File: src/rtl/csr_pkg.sv
// Shared definitions for the machine-mode CSR unit: CSR addresses, operation
// encodings, mstatus/mie/mip bit positions and the read-modify-write helper.
package csr_pkg;

    typedef logic [1:0] csr_op_t;

    localparam csr_op_t CSR_OP_NONE = 2'b00;
    localparam csr_op_t CSR_OP_RW   = 2'b01;
    localparam csr_op_t CSR_OP_RS   = 2'b10;
    localparam csr_op_t CSR_OP_RC   = 2'b11;

    localparam logic [11:0] CSR_MSTATUS   = 12'h300;
    localparam logic [11:0] CSR_MISA      = 12'h301;
    localparam logic [11:0] CSR_MIE       = 12'h304;
    localparam logic [11:0] CSR_MTVEC     = 12'h305;
    localparam logic [11:0] CSR_MSCRATCH  = 12'h340;
    localparam logic [11:0] CSR_MEPC      = 12'h341;
    localparam logic [11:0] CSR_MCAUSE    = 12'h342;
    localparam logic [11:0] CSR_MTVAL     = 12'h343;
    localparam logic [11:0] CSR_MIP       = 12'h344;
    localparam logic [11:0] CSR_MCYCLE    = 12'hB00;
    localparam logic [11:0] CSR_MINSTRET  = 12'hB02;
    localparam logic [11:0] CSR_MCYCLEH   = 12'hB80;
    localparam logic [11:0] CSR_MINSTRETH = 12'hB82;
    localparam logic [11:0] CSR_MHARTID   = 12'hF14;

    localparam int MSTATUS_MIE    = 3;
    localparam int MSTATUS_MPIE   = 7;
    localparam int MSTATUS_MPP_LO = 11;
    localparam int MSTATUS_MPP_HI = 12;

    localparam int MI_MSI = 3;
    localparam int MI_MTI = 7;
    localparam int MI_MEI = 11;

    localparam logic [31:0] MI_WRITE_MASK = (32'h1 << MI_MEI) | (32'h1 << MI_MTI) | (32'h1 << MI_MSI);

    function automatic logic [31:0] csr_apply_op(input csr_op_t op,
                                                 input logic [31:0] old_val,
                                                 input logic [31:0] wdata);
        logic [31:0] result;
        case (op)
            CSR_OP_RW: result = wdata;
            CSR_OP_RS: result = old_val | wdata;
            CSR_OP_RC: result = old_val & ~wdata;
            default:   result = old_val;
        endcase
        return result;
    endfunction

endpackage

File: src/rtl/csr_if.sv
// CSR access bus between the EX stage (master) and the CSR unit (slave).
interface csr_if
    import csr_pkg::*;
#(
    parameter int XLEN = 32
);

    logic [11:0]     csr_addr;
    csr_op_t         csr_op;
    logic [XLEN-1:0] csr_wdata;
    logic            csr_wr_suppress;
    logic [XLEN-1:0] csr_rdata;
    logic            csr_illegal;

    modport master (
        output csr_addr,
        output csr_op,
        output csr_wdata,
        output csr_wr_suppress,
        input  csr_rdata,
        input  csr_illegal
    );

    modport slave (
        input  csr_addr,
        input  csr_op,
        input  csr_wdata,
        input  csr_wr_suppress,
        output csr_rdata,
        output csr_illegal
    );

endinterface

File: src/rtl/csr_counter64.sv
// 64-bit free-running counter with increment enable and independent
// write enables for the low and high halves.
module csr_counter64
    import csr_pkg::*;
(
    input  logic        clk,
    input  logic        reset,
    input  logic        inc_en,
    input  logic        wr_lo,
    input  logic        wr_hi,
    input  logic [31:0] wdata,
    output logic [63:0] count
);

    logic [63:0] count_q;
    logic [63:0] count_d;

    // A software write to either half takes the place of the increment for that cycle.
    always_comb begin
        count_d = count_q;
        if (wr_lo || wr_hi) begin
            if (wr_lo) count_d[31:0]  = wdata;
            if (wr_hi) count_d[63:32] = wdata;
        end else if (inc_en) begin
            count_d = count_q + 64'd1;
        end
    end

    always_ff @(posedge clk or posedge reset) begin
        if (reset) count_q <= '0;
        else       count_q <= count_d;
    end

    assign count = count_q;

endmodule

File: src/rtl/csr_unit.sv
// Machine-mode CSR unit: Zicsr read-modify-write, illegal-access detection,
// trap entry / mret, optional mcycle/minstret counters (macro CSR_COUNTERS_EN).
module csr_unit
    import csr_pkg::*;
#(
    parameter int              XLEN        = 32,
    parameter logic [XLEN-1:0] HART_ID     = '0,
    parameter logic [XLEN-1:0] MTVEC_RESET = '0,
    parameter logic [XLEN-1:0] MISA_VAL    = 32'h4000_0100
) (
    input  logic            clk,
    input  logic            reset,
    csr_if.slave            bus,
    input  logic            trap_valid,
    input  logic [XLEN-1:0] trap_cause,
    input  logic [XLEN-1:0] trap_pc,
    input  logic [XLEN-1:0] trap_tval,
    input  logic            mret,
    input  logic            instr_retire,
    input  logic            irq_ext,
    input  logic            irq_timer,
    input  logic            irq_sw,
    output logic [XLEN-1:0] mtvec_out,
    output logic [XLEN-1:0] mepc_out,
    output logic            irq_pending
);

    logic            mstatus_mie_q,  mstatus_mie_d;
    logic            mstatus_mpie_q, mstatus_mpie_d;
    logic [XLEN-1:0] mie_q,      mie_d;
    logic [XLEN-1:0] mtvec_q,    mtvec_d;
    logic [XLEN-1:0] mscratch_q, mscratch_d;
    logic [XLEN-1:0] mepc_q,     mepc_d;
    logic [XLEN-1:0] mcause_q,   mcause_d;
    logic [XLEN-1:0] mtval_q,    mtval_d;

    logic [XLEN-1:0] mstatus_val;
    logic [XLEN-1:0] mip_val;
    logic [XLEN-1:0] old_val;
    logic [XLEN-1:0] new_val;
    logic            implemented;
    logic            op_active;
    logic            wr_attempt;
    logic            illegal;
    logic            wr_en;

`ifdef CSR_COUNTERS_EN
    logic [63:0] mcycle;
    logic [63:0] minstret;
    logic        wr_mcycle_lo,   wr_mcycle_hi;
    logic        wr_minstret_lo, wr_minstret_hi;

    assign wr_mcycle_lo   = wr_en && (bus.csr_addr == CSR_MCYCLE);
    assign wr_mcycle_hi   = wr_en && (bus.csr_addr == CSR_MCYCLEH);
    assign wr_minstret_lo = wr_en && (bus.csr_addr == CSR_MINSTRET);
    assign wr_minstret_hi = wr_en && (bus.csr_addr == CSR_MINSTRETH);

    csr_counter64 u_mcycle (
        .clk    (clk),
        .reset  (reset),
        .inc_en (1'b1),
        .wr_lo  (wr_mcycle_lo),
        .wr_hi  (wr_mcycle_hi),
        .wdata  (new_val),
        .count  (mcycle)
    );

    csr_counter64 u_minstret (
        .clk    (clk),
        .reset  (reset),
        .inc_en (instr_retire),
        .wr_lo  (wr_minstret_lo),
        .wr_hi  (wr_minstret_hi),
        .wdata  (new_val),
        .count  (minstret)
    );
`else
    logic unused_instr_retire;
    assign unused_instr_retire = instr_retire;
`endif

    // Architectural views: MPP is hardwired to M-mode, mip mirrors the live irq lines.
    always_comb begin
        mstatus_val = '0;
        mstatus_val[MSTATUS_MPP_HI:MSTATUS_MPP_LO] = 2'b11;
        mstatus_val[MSTATUS_MPIE] = mstatus_mpie_q;
        mstatus_val[MSTATUS_MIE]  = mstatus_mie_q;

        mip_val = '0;
        mip_val[MI_MEI] = irq_ext;
        mip_val[MI_MTI] = irq_timer;
        mip_val[MI_MSI] = irq_sw;
    end

    always_comb begin
        implemented = 1'b1;
        old_val     = '0;
        case (bus.csr_addr)
            CSR_MSTATUS:   old_val = mstatus_val;
            CSR_MISA:      old_val = MISA_VAL;
            CSR_MIE:       old_val = mie_q;
            CSR_MTVEC:     old_val = mtvec_q;
            CSR_MSCRATCH:  old_val = mscratch_q;
            CSR_MEPC:      old_val = mepc_q;
            CSR_MCAUSE:    old_val = mcause_q;
            CSR_MTVAL:     old_val = mtval_q;
            CSR_MIP:       old_val = mip_val;
            CSR_MHARTID:   old_val = HART_ID;
`ifdef CSR_COUNTERS_EN
            CSR_MCYCLE:    old_val = mcycle[31:0];
            CSR_MCYCLEH:   old_val = mcycle[63:32];
            CSR_MINSTRET:  old_val = minstret[31:0];
            CSR_MINSTRETH: old_val = minstret[63:32];
`endif
            default:       implemented = 1'b0;
        endcase
    end

    // Address space 0xC00-0xFFF is read-only; only a real write attempt there faults.
    always_comb begin
        op_active  = (bus.csr_op != CSR_OP_NONE);
        wr_attempt = op_active && !bus.csr_wr_suppress;
        illegal    = op_active && (!implemented || ((bus.csr_addr[11:10] == 2'b11) && wr_attempt));
        wr_en      = wr_attempt && !illegal && !trap_valid;
        new_val    = csr_apply_op(bus.csr_op, old_val, bus.csr_wdata);
    end

    assign bus.csr_rdata   = illegal ? '0 : old_val;
    assign bus.csr_illegal = illegal;

    // Later assignments override earlier ones: trap beats mret beats the CSR write.
    always_comb begin
        mstatus_mie_d  = mstatus_mie_q;
        mstatus_mpie_d = mstatus_mpie_q;
        mie_d          = mie_q;
        mtvec_d        = mtvec_q;
        mscratch_d     = mscratch_q;
        mepc_d         = mepc_q;
        mcause_d       = mcause_q;
        mtval_d        = mtval_q;

        if (wr_en) begin
            case (bus.csr_addr)
                CSR_MSTATUS: begin
                    mstatus_mie_d  = new_val[MSTATUS_MIE];
                    mstatus_mpie_d = new_val[MSTATUS_MPIE];
                end
                CSR_MIE:      mie_d      = new_val & MI_WRITE_MASK;
                CSR_MTVEC:    mtvec_d    = {new_val[XLEN-1:2], 2'b00};
                CSR_MSCRATCH: mscratch_d = new_val;
                CSR_MEPC:     mepc_d     = {new_val[XLEN-1:2], 2'b00};
                CSR_MCAUSE:   mcause_d   = new_val;
                CSR_MTVAL:    mtval_d    = new_val;
                default: ;
            endcase
        end

        if (mret) begin
            mstatus_mie_d  = mstatus_mpie_q;
            mstatus_mpie_d = 1'b1;
        end

        if (trap_valid) begin
            mepc_d         = {trap_pc[XLEN-1:2], 2'b00};
            mcause_d       = trap_cause;
            mtval_d        = trap_tval;
            mstatus_mpie_d = mstatus_mie_q;
            mstatus_mie_d  = 1'b0;
        end
    end

    always_ff @(posedge clk or posedge reset) begin
        if (reset) begin
            mstatus_mie_q  <= 1'b0;
            mstatus_mpie_q <= 1'b0;
            mie_q          <= '0;
            mtvec_q        <= MTVEC_RESET;
            mscratch_q     <= '0;
            mepc_q         <= '0;
            mcause_q       <= '0;
            mtval_q        <= '0;
        end else begin
            mstatus_mie_q  <= mstatus_mie_d;
            mstatus_mpie_q <= mstatus_mpie_d;
            mie_q          <= mie_d;
            mtvec_q        <= mtvec_d;
            mscratch_q     <= mscratch_d;
            mepc_q         <= mepc_d;
            mcause_q       <= mcause_d;
            mtval_q        <= mtval_d;
        end
    end

    assign mtvec_out   = mtvec_q;
    assign mepc_out    = mepc_q;
    assign irq_pending = mstatus_mie_q && |(mip_val & mie_q);

endmodule

File: src/flat_wrapper.sv
// flat-port wrapper written by rule: the top's interface ports become plain ports
module csr_unit_flat import csr_pkg::*;
#(
    parameter int              XLEN        = 32,
    parameter logic [XLEN-1:0] HART_ID     = '0,
    parameter logic [XLEN-1:0] MTVEC_RESET = '0,
    parameter logic [XLEN-1:0] MISA_VAL    = 32'h4000_0100
)
  (clk, reset, trap_valid, trap_cause, trap_pc, trap_tval, mret, instr_retire, irq_ext, irq_timer, irq_sw, mtvec_out, mepc_out, irq_pending, bus_csr_addr, bus_csr_op, bus_csr_wdata, bus_csr_wr_suppress, bus_csr_rdata, bus_csr_illegal);
  csr_if #(.XLEN(XLEN)) bus_i ();
  input  logic clk;
  input  logic reset;
  input  logic trap_valid;
  input  logic [XLEN-1:0] trap_cause;
  input  logic [XLEN-1:0] trap_pc;
  input  logic [XLEN-1:0] trap_tval;
  input  logic mret;
  input  logic instr_retire;
  input  logic irq_ext;
  input  logic irq_timer;
  input  logic irq_sw;
  output logic [XLEN-1:0] mtvec_out;
  output logic [XLEN-1:0] mepc_out;
  output logic irq_pending;
  input wire logic [$bits(bus_i.csr_addr)-1:0] bus_csr_addr;
  input wire logic [$bits(bus_i.csr_op)-1:0] bus_csr_op;
  input wire logic [$bits(bus_i.csr_wdata)-1:0] bus_csr_wdata;
  input wire logic [$bits(bus_i.csr_wr_suppress)-1:0] bus_csr_wr_suppress;
  output wire logic [$bits(bus_i.csr_rdata)-1:0] bus_csr_rdata;
  output wire logic [$bits(bus_i.csr_illegal)-1:0] bus_csr_illegal;
  assign bus_i.csr_addr = bus_csr_addr;
  assign bus_i.csr_op = bus_csr_op;
  assign bus_i.csr_wdata = bus_csr_wdata;
  assign bus_i.csr_wr_suppress = bus_csr_wr_suppress;
  assign bus_csr_rdata = bus_i.csr_rdata;
  assign bus_csr_illegal = bus_i.csr_illegal;
  csr_unit #(.XLEN(XLEN), .HART_ID(HART_ID), .MTVEC_RESET(MTVEC_RESET), .MISA_VAL(MISA_VAL)) u_core (.clk(clk), .reset(reset), .bus(bus_i), .trap_valid(trap_valid), .trap_cause(trap_cause), .trap_pc(trap_pc), .trap_tval(trap_tval), .mret(mret), .instr_retire(instr_retire), .irq_ext(irq_ext), .irq_timer(irq_timer), .irq_sw(irq_sw), .mtvec_out(mtvec_out), .mepc_out(mepc_out), .irq_pending(irq_pending));
endmodule
File: config.mk
export PLATFORM = sky130hd
export DESIGN_NAME = csr_unit_flat
export DESIGN_NICKNAME = d
export VERILOG_FILES = /design/src/rtl/csr_pkg.sv /design/src/rtl/csr_if.sv /design/src/rtl/csr_counter64.sv /design/src/rtl/csr_unit.sv /design/src/flat_wrapper.sv
export SDC_FILE = /design/constraint.sdc
export NUM_CORES = 1
export LEC_CHECK = 0
export CORE_MARGIN = 3
export CORE_UTILIZATION = 51
export CTS_BUF_LIST = sky130_fd_sc_hd__clkbuf_2 sky130_fd_sc_hd__clkbuf_4 sky130_fd_sc_hd__clkbuf_8
export DETAILED_ROUTE_END_ITERATION = 6
export PLACE_DENSITY_LB_ADDON = 0.25
export SYNTH_ARGS = -nofsm -noshare
export SYNTH_HDL_FRONTEND = slang
export SYNTH_SLANG_ARGS = --single-unit
File: constraint.sdc
create_clock -name clk -period 6.3 [get_ports clk]
set_input_delay 0.63 -clock clk [delete_from_list [all_inputs] [get_ports clk]]
set_output_delay 0.63 -clock clk [all_outputs]
set_load 0.05 [all_outputs]
## After elaboration in Yosys (flattened, before gate mapping)

Cells that the tools add are included.

- Register bits: 163
- Input bits: 151
- Logic and storage cells: 74

- Equal/unequal tests: 14
- Muxes and demuxes: 21
- Bitwise logic cells: 4
- Reduce and logical (&&, ||, !) cells: 27

Operators by type and width:

| kind | number |
|---|---|
| two-way mux 32 bit | 10 |
| case mux 32 bit (9 select lines) | 1 |
| == test 12 x 10 -> 1 bit, second input constant | 9 |
| case mux 32 bit (3 select lines) | 1 |
| AND 32 bit | 1 |
| inverter 32 bit | 1 |
| bitwise OR 32 bit | 1 |
| OR reduction 32 bit | 1 |
| AND reduction 2 bit | 7 |
| AND 12 bit | 1 |
| == test 12 bit, second input constant | 1 |
| nonzero test 2 bit | 5 |
| OR reduction 10 bit | 1 |
| two-way mux 1 bit | 9 |
| == test 2 bit, second input constant | 3 |
| logical AND 1 bit | 6 |
| nonzero test 3 bit | 2 |
| logical NOT 1 bit | 4 |
| == test 2 x 1 -> 1 bit, second input constant | 1 |
| logical OR 1 bit | 1 |

## Logic depth before layout (Yosys ltp)

- Word-level depth: 12
- Depth in mapped cells: 10

## Worst setup path after synthesis

No wires, ideal clock.

- Path kind: in2out
- From: in bus_csr_addr[0]
- To: out bus_csr_rdata[8]
- Data arrival time: 2.742 ns
- Data required time: 5.670 ns
- Setup slack: 2.928 ns
- Cell stages on the path: 4
- Buffers on the path: 1
- Cells stage by stage: buf_4 -> or3b_2 -> or3_1 -> o21ai_0

- Word-level cells in the longest chain between the ends: 7

Ends and longest elaborated chain:

| item | RTL line | source |
|---|---|---|
| start, declared | flat_wrapper.sv:25 | `input wire logic [$bits(bus_i.csr_addr)-1:0] bus_csr_addr;` |
| == test 12 x 10 -> 1 bit / == test 12 bit (equally long branches) | csr_unit.sv:98 | `case (bus.csr_addr)` |
| OR reduction 10 bit (no source line) | n/a |  |
| two-way mux 1 bit | csr_unit.sv:98 |  |
| logical NOT 1 bit | csr_unit.sv:123 | `illegal = op_active && (!implemented \|\| ((bus.csr_addr[11:10] == 2'b11) && wr_attempt));` |
| logical OR 1 bit | csr_unit.sv:123 |  |
| logical AND 1 bit | csr_unit.sv:123 |  |
| two-way mux 32 bit (*) | csr_unit.sv:128 | `assign bus.csr_rdata = illegal ? '0 : old_val;` |
| end, declared | flat_wrapper.sv:29 | `output wire logic [$bits(bus_i.csr_rdata)-1:0] bus_csr_rdata;` |

Mark *: on every way between the ends. The rest lies on a longest branch, timed or not.

## Worst setup path in the final report

- From: in bus_csr_addr[2]
- To: out bus_csr_rdata[3]

The elaborated chain is that of the path after synthesis.

==> impl_metrics.ini <==
[placed_design]
dp_hpwl_mm = 20.9
placed_area_mm2 = 0.0122
port_buffers = 241
gp_congestion = 0.881
dp_slack_ns = 1.67

[finish]
multi_input_area_mm2 = 0.00519
drive_above_1_share_pct = 12.4
utilization_pct = 68.9
area_delta_synth_final_pct = 30.1
finalNetCount = 1353
fill_cells = 1426
fin_area_mm2 = 0.0126
seq_area_mm2 = 0.00403

[cts]
tritoncts = done
clock_path_buffers = 2
post_cts_buffers = 0
ctsHoldBuffers = 0
cts-root-buf = clkbuf_8
insertion_delay_ns = 0.47
post_cts_resized = 0
cts.htree.levels = 4
clk_pin_slew_ns = 0.08
cts_buffers = 17
clkSinkCount = 161

[synth]
synthMostInstantiatedCell = nand2_1
yosys_most_used_dff = dfrtp_1
synth_top_area_share_pct = 41.7
synth_common_cells = nand2_1, dfrtp_1, mux2i_1, o21ai_0
synth.distinct_cells = 68
ys_ff_latch = 161
ys_seq_area_share_pct = 41.7
synth_enable_flop_cells = 0
ys_top_cells_by_area = dfrtp_1, mux2i_1, nand2_1, mux2_2, o21ai_0
synth_top_area_cell = dfrtp_1
avgSynthCellArea_um2 = 9.65
synth-async-reset-ratio_pct = 100
postSynthCellCount = 1002
syn_area_mm2 = 0.00967
ys.warnings.count = 0

[hold_path]
hp-class = reg2reg
whs_path_depth = 2
hold-path-endpoint = u_core.mscratch_q[12]$_DFFE_PP0P_
worstHoldStart = u_core.mscratch_q[12]$_DFFE_PP0P_

[route]
dr.pass1.iters = 5
vias = 8882
wirelength_mm = 31.4
postRouteAntennaNets = 0
wl_per_cell_um = 21.7
route.detailed.drc = 0
drt_iter0_markers = 687
viasPerCell = 6.15

[timing]
hold_violations = 0
fin_ws_ns = 1.58
tightest_slew_ns = 1.19
slew_headroom_pct = 20.4
fmax_mhz = 212
rsz0062_at_grt = false
post-route-period-util_pct = 75.0
clock-skew-final_ns = 0.0174
fin_crit_ns = 4.72
timing.final.max_slew_violations = 0
setup_violations = 0
tns_ns = 0

[worst_setup_path]
crit_buf_inv = 2
path_depth = 6
worstPathCellList = clkdlybuf4s50_1, or3b_2, o21ai_0, a31oi_1, o31ai_2, clkdlybuf4s50_1
rr_startpoint = u_core.mtval_q[7]$_DFFE_PP0P_
reg2reg_depth = 6
cp.arrival_ns = 4.09
rrSetupSlack_ns = 3.85
worstPathMaxFanout = 32
r2r_end = u_core.mtval_q[7]$_DFFE_PP0P_
path_class = in2out
critPathLaunchType = input pin
slowest_delay_ns = 0.98
crit_path_top_delay_cell = or3b_2
cpMostUsedCell = clkdlybuf4s50_1
cp_top_family = buffers and inverters
end_kind = output port
cp.required_ns = 5.67

[grt]
grtUsageTotal_pct = 29.8
grt_max_degree = 109
grt_overflow = 0
grt_pass1_vias = 8659
grt_pass1_wl_mm = 47.6
antenna_found_initial = 1

[floorplanning]
rows = 49
die_h_um = 144
initial_core_util_pct = 52.9
core_mm2 = 0.0183
die_w_um = 144
fp.dieArea_mm2 = 0.0206
io_pins = 249

[power_and_ir_drop]
vdd_drop_max_mv = 0.127
pwr_density_cell_mw_per_mm2 = 196
p_leak_nw = 5.33

[job]
cap_viol_max_count = 0

[status]
status = complete, no violations
==> state kept, by name, indices dropped and copies added (netlist names) <==
signal / count
u_core.mtval_q: 32
u_core.mcause_q: 32
u_core.mstatus_mpie_q: 1
u_core.mie_q: 3
u_core.mtvec_out: 30
u_core.mstatus_mie_q: 1
u_core.mscratch_q: 32
u_core.mepc_out: 30
==> report_power, final <==
| group | switching, mW | internal, mW |
|---|---|---|
| Clock | 0.419 | 0.414 |
| Sequential | 0.0374 | 1.09 |
| Combinational | 0.284 | 0.217 |
| Total | 0.741 | 1.72 |
==> worst reg2reg max path, stage by stage (launching register included) <==
cell and delay (ns):
dfrtp_1 0.39, mux2i_1 0.13, o2bb2ai_1 0.12, o311ai_0 0.62
o21ai_0 0.16, o221ai_1 0.65, o21ai_0 0.22
==> stage by stage <==
step / hold WS, ns / cells / total power, mW
2_1_floorplan: 0.445 / 1005 / 1.44
3_3_place_gp: 0.459 / 1412 / 1.63
3_5_place_dp: 0.469 / 1412 / 1.64
4_1_cts: 0.486 / 1443 / 2.47
5_1_grt: 0.531 / 1443 / 2.55
6_report: 0.483 / 1444 / 2.46
==> worst max path at each step <==
stage	startpoint	endpoint	slack, ns
4_1_cts	bus_csr_addr[2]	bus_csr_rdata[3]	1.67
5_1_grt	bus_csr_addr[2]	bus_csr_rdata[3]	1.47
6_report	bus_csr_addr[2]	bus_csr_rdata[3]	1.58
3_3_place_gp	bus_csr_addr[2]	bus_csr_rdata[3]	1.70
2_1_floorplan	reset	u_core.mcause_q[0]$_DFFE_PP0P_	1.32
3_5_place_dp	bus_csr_addr[2]	bus_csr_rdata[3]	1.67
==> cell families after synthesis <==
group                  Yosys count  synth area share [%]
other                            1                0.0388
flip-flops                     161                  41.7
buffers and inverters          108                  5.00
AND/OR/NAND/NOR                270                  13.1
XOR/XNOR                        13                  1.18
AO/OA/AOI/OAI                  288                  21.7
multiplexers                   161                  17.3
==> layout by cell type, fill, tap and decap left out, types with 13 or more instances in the layout <==
master	netlist	final
inv_1	24	23
o21ai_0	90	90
buf_4	8	22
a2bb2oi_1	34	34
a22oi_1	13	13
o22ai_1	27	27
clkdlybuf4s50_1	0	237
a21oi_1	51	51
mux2_2	51	51
dfrtp_1	161	161
nand2_1	190	190
clkbuf_8	0	18
mux2i_1	110	110
==> area by class of cell <==
class                           count  area share [%]
Multi-Input combinational cell    736            41.3
Sequential cell                   161            32.0
Timing Repair Buffer              261            20.3
Tap cell                          229            2.28
Clock buffer                       19            2.03
Clock inverter                     12            1.35
Inverter                           25           0.786
Antenna cell                        1          0.0199
==> per-layer routing <==
| metal | up-vias | global-route usage [%] | share of wire, % |
|---|---|---|---|
| li1 | 4044 | - | - |
| met5 | - | 0 | 0.041 |
| met3 | 61 | 6.49 | 9.0 |
| met4 | 2 | 11.1 | 2.9 |
| met1 | 4314 | 40.2 | 41 |
| met2 | 461 | 47.4 | 47 |
Note: power is estimated with default switching activity, not from simulation.
